$ cat src/rtl/reg_file_16b.sv
// reg_file_16b: 16x16 register file, two registered forwarding read ports, one write port, zero r0
module reg_file_16b #(
    parameter logic [15:0] SP_INIT = 16'hBEEF,
    parameter logic [3:0]  SP_ADDR = 4'd1
) (
    input  logic        CLK,
    input  logic        reset,
    input  logic        write,
    input  logic [3:0]  wAddr,
    input  logic [15:0] wData,
    input  logic [3:0]  rAddrA,
    input  logic [3:0]  rAddrB,
    input  logic        rEn,
    output logic [15:0] QA,
    output logic [15:0] QB,
    output logic        rValid,
    output logic [15:0] spOut
);
    logic [15:0] regs [16];
    logic [15:0] fwd_a, fwd_b;
    logic        wr_ok;

    assign wr_ok = write && (wAddr != 4'd0);
    assign spOut = (SP_ADDR == 4'd0) ? 16'h0000 : regs[SP_ADDR];

    // read values with r0 forced to zero and a same-cycle write forwarded
    always_comb begin
        fwd_a = (rAddrA == 4'd0) ? 16'h0000 : (wr_ok && wAddr == rAddrA) ? wData : regs[rAddrA];
        fwd_b = (rAddrB == 4'd0) ? 16'h0000 : (wr_ok && wAddr == rAddrB) ? wData : regs[rAddrB];
    end

    // storage and output registers; reset wins over any pending write or read
    always_ff @(posedge CLK) begin
        if (reset) begin
            for (int i = 0; i < 16; i++)
                regs[i] <= (4'(i) == SP_ADDR && SP_ADDR != 4'd0) ? SP_INIT : 16'h0000;
            QA     <= 16'h0000;
            QB     <= 16'h0000;
            rValid <= 1'b0;
        end else begin
            if (wr_ok)
                regs[wAddr] <= wData;
            if (rEn) begin
                QA <= fwd_a;
                QB <= fwd_b;
            end
            rValid <= rEn;
        end
    end
endmodule

$ cat config.mk
export PLATFORM = sky130hd
export DESIGN_NAME = reg_file_16b
export DESIGN_NICKNAME = d
export VERILOG_FILES = /design/src/rtl/reg_file_16b.sv
export SDC_FILE = /design/constraint.sdc
export NUM_CORES = 1
export LEC_CHECK = 0
export ABC_AREA = 1
export CAP_MARGIN = 20
export CORE_MARGIN = 4
export CORE_UTILIZATION = 37
export DETAILED_ROUTE_END_ITERATION = 6
export PLACE_DENSITY = 0.61
export SLEW_MARGIN = 5
export SYNTH_ARGS = -nofsm -noshare
export SYNTH_HDL_FRONTEND = slang
export SYNTH_SLANG_ARGS = --single-unit
$ cat constraint.sdc
create_clock -name CLK -period 2.6 [get_ports CLK]
set_clock_uncertainty 0.05 [all_clocks]
set_input_delay 0.39 -clock CLK [delete_from_list [all_inputs] [get_ports CLK]]
set_output_delay 0.39 -clock CLK [all_outputs]
set_load 0.02 [all_outputs]
Word level (Yosys, flattened, before mapping):

Memory sizes are Yosys's and may differ from the RTL's.
Index checks and enable logic that the tools add are counted.

* bits in registers: 33
* RAM bits: 256
* input port bits: 32
* output and inout bits: 49
* word-level logic and storage cells: 25
* memories kept: 1

* eq/ne operators: 2
* multiplexer cells: 12
* reduce and logical (&&, ||, !) cells: 7

Memories
* regs: words 16, width 16, read ports 3, clocked after Yosys merged registers in 0, wr ports 16, line 19 `logic [15:0] regs [16];`

Operator list (number)
* $mux 16: 5
* $reduce_or 16->1: 1
* $eq 4x4->1: 2
* $logic_not 4->1: 2
* $mux 1: 6
* $mux 4: 1
* $reduce_bool 4->1: 1
* $logic_and 1x1->1: 3

Depth between registers and ports, before layout:

* depth after elaboration: 7
* gate-level depth with buffers: 12
* mapped depth without buffers: 10

Worst setup path after synthesis:

No wires, ideal clock.

* path kind: input to register
* start: input reset
* end: memory regs[11][0], enable pin
* setup time: 0.372 ns
* arrival: 1.659 ns
* required time: 2.178 ns
* path slack: 0.519 ns
* stages: 8
* path buffers: 2
* cell sequence: clkbuf_1 -> inv_1 -> and2_4 -> nand3_2 -> clkinv_2 -> nand2_4 -> buf_6 -> nand2_1

RTL lines
* start, declared: line 7 `input logic reset,`
* end, declared: line 19

Worst setup path after layout:

* start: register QA[2]
* end: output QA[2]

RTL lines
* start, declared: line 14 `output logic [15:0] QA,`
* start signal, assigned: line 44 `QA <= fwd_a;`

No word-level cell between the ends.

==> impl_metrics.toml <==
[detailed_routing]
num_vias = 14800
dr.pass1.iters = 6
drc = 0
wl_per_cell_um = 20.8
antenna_left = 0
routed_wirelength_um = 57500
drt_iter0_markers = 2013
viasPerCell = 5.36

[yosys]
avgSynthCellArea_um2 = 7.81
synthTopCellsByArea = "edfxtp_1 48%, nand2_1 16%, nand3_1 9.1%"
async_reset_ff_frac = 0
yosysTopAreaCell = "edfxtp_1"
ys_warn_count = 0
yosysUniqueCellTypes = 23
synth.most_common_cell = "nand2_1"
synthCells = 2061
synth_edf_count = 256
synth_seq_cells = 289
synth_top_flop_cell = "edfxtp_1"
synth_top_cell_area_share = 0.478
yosysSeqAreaShare = 0.519
synth_common_cells = "666 x nand2_1, 332 x nor2_1, 292 x nand3_1"
syn-cell-area_um2 = 16100

[timing]
hold_viol = 0
worst_slack_ns = 0.471
setup_tns_ns = 0
slew_violations = 0
max_freq_mhz = 470
slew-limit-headroom = 0.554
worst_pin_slew_ns = 0.668
post-route-period-util = 0.819
fin_crit_ns = 2.13
grt_setup_unrepaired = "no"
finalSetupViolCount = 0

[cells_and_area]
areaGrowthSynthToFinish_pct = 19.2
finalNonFillerCells = 2761
nets = 2184
stdcell_area_um2 = 19200
n_fill_cell = 4171
n_antenna_cell = 0
drive_above_1_share = 0.0924

[setup_path]
critPathKind = "register to output pin"
cp-end-kind = "output pin"
slowest_delay_ns = 0.66
cp_slowest_cell = "clkdlybuf4s50_1"
crit_family = "buffers and inverters"
startpoint_type = "register"
worstPathRequired_ns = 2.16
critPathArrivalTime_ns = 1.69
crit_buf_inv = 1
worstPathCellList = "clkdlybuf4s50_1"
cp_max_fo = 2

[clock_tree]
clock_sink_count = 289
clock_path_buffers = 3
cts_setup_buffers = 0
cts_resized = 0
cts.root.buffer_cell = "clkbuf_16"
cts.clk_slew.worst_paths_ns = 0.06
insertion_delay_ns = 0.57
cts-htree-levels = 1
cts_hold_buf = 0
tritoncts = "done"
cts_buffers = 31

[global_routing]
use_met2 = 0.356
gr-usage-met3 = 0.0342
grt.total_usage = 0.238
grt-busiest-layer = "met2"
first_global_vias = 13700
grt_overflow_total = 0
use_met1 = 0.350
antenna_found_initial = 1
grt_pass1_wl_um = 85900
grt_max_degree = 119

[die]
dieArea_um2 = 46900
io_pins = 81
die_x_um = 217
start_util = 0.374
rows = 76
die_h_um = 217
core_um2 = 43100

[job]
max_cap_violations = 0

[hold_path]
holdCritPathClass = "register to register"

[place]
preCtsSetupSlack_ns = 0.106
routabilityCongestion = 0.934
place_inst = 2704
io_buffers = 80
hpwl_um = 38700
place_area_um2 = 18100

[power]
p_per_area_nw_per_um2 = 619
p_leak_nw = 8.40
ir_worst_vdd_v = 0.000506

[run_status]
status = "finished clean"
## worst reg2reg max path: stages, from the launching register on
cell and delay, ns:
edfxtp_1 0.45, inv_1 0.11, nand2_1 0.06, nand3_1 0.10
nand2_1 0.06, nand2_1 0.06, nand2_1 0.05, nor2_1 0.18
nand2_1 0.09, nand2_1 0.07, a21oi_1 0.05
## stage by stage
step                       util  power [mW]  hold slack [ns]
after floorplan               -        6.57            0.491
after global placement    0.421        7.37            0.406
after detailed placement  0.421        7.40            0.405
after CTS                 0.445        11.9            0.392
after global routing      0.445        12.3            0.431
final                     0.445        11.9            0.415
## layer usage
metal / share of wire / up-vias
met5: 0.00012 / -
met4: 0.042 / 2
met3: 0.10 / 114
met2: 0.43 / 833
met1: 0.42 / 7002
li1: - / 6847
## state kept, by name, summed over array words and instances (netlist names)
signal	cells
QA	16
QB	16
rValid	1
regs	256
## placed cells by master (no fill, tap or decap), types with 7 or more instances in the layout
| cell | synthesis | layout |
|---|---|---|
| clkdlybuf4s50_1 | 0 | 75 |
| o211ai_1 | 96 | 96 |
| nor2_1 | 332 | 332 |
| inv_2 | 7 | 9 |
| inv_1 | 174 | 172 |
| buf_4 | 2 | 78 |
| buf_12 | 0 | 31 |
| nand2_1 | 666 | 666 |
| conb_1 | 1 | 16 |
| a21oi_1 | 32 | 32 |
| clkinv_2 | 2 | 7 |
| clkbuf_16 | 0 | 33 |
| nand2_2 | 7 | 7 |
| nand3_1 | 292 | 292 |
| nand2_4 | 8 | 8 |
| edfxtp_1 | 256 | 256 |
| dfxtp_1 | 33 | 33 |
| clkbuf_8 | 0 | 7 |
## power breakdown
| part | switching, mW | total [mW] | leakage [nW] | internal (mW) |
|---|---|---|---|---|
| sequential | 0.131 | 5.46 | 2.72 | 5.33 |
| combinational | 1.27 | 1.88 | 5.15 | 0.614 |
| clock | 1.89 | 4.52 | 0.521 | 2.63 |
## kinds of logic after synthesis
| kind of cell | count (synthesis) | synth area share |
|---|---|---|
| other | 1 | 0.000233 |
| and+or+nand+nor | 1315 | 0.338 |
| buffers and inverters | 327 | 0.0876 |
| DFF | 289 | 0.519 |
| AOI/OAI and AO/OA | 129 | 0.0557 |
## path summary, 6_finish.rpt
check,start,end,slack [ns],cells past startpoint
min reg2reg,QB[11]$_SDFFE_PP0P_,QB[11]$_SDFFE_PP0P_,0.41,2
max,QA[2]$_SDFFE_PP0P_,QA[2],0.47,1
min,QB[11]$_SDFFE_PP0P_,QB[11]$_SDFFE_PP0P_,0.41,2
max reg2reg,regs[1][13]$_SDFFCE_PN1P_,QB[13]$_SDFFE_PP0P_,1.13,10
## area by class of cell
type / instances / area [um^2] / area share
clock inverters: 11 / 92.6 / 0.00483
repair buffers: 187 / 1970 / 0.103
well taps: 585 / 732 / 0.0382
clock buffers: 46 / 952 / 0.0497
inverters: 183 / 689 / 0.0360
flip-flops and latches: 289 / 8350 / 0.435
multi-input cells: 1460 / 6390 / 0.333
No activity file was read; power rests on OpenSTA's default activity.
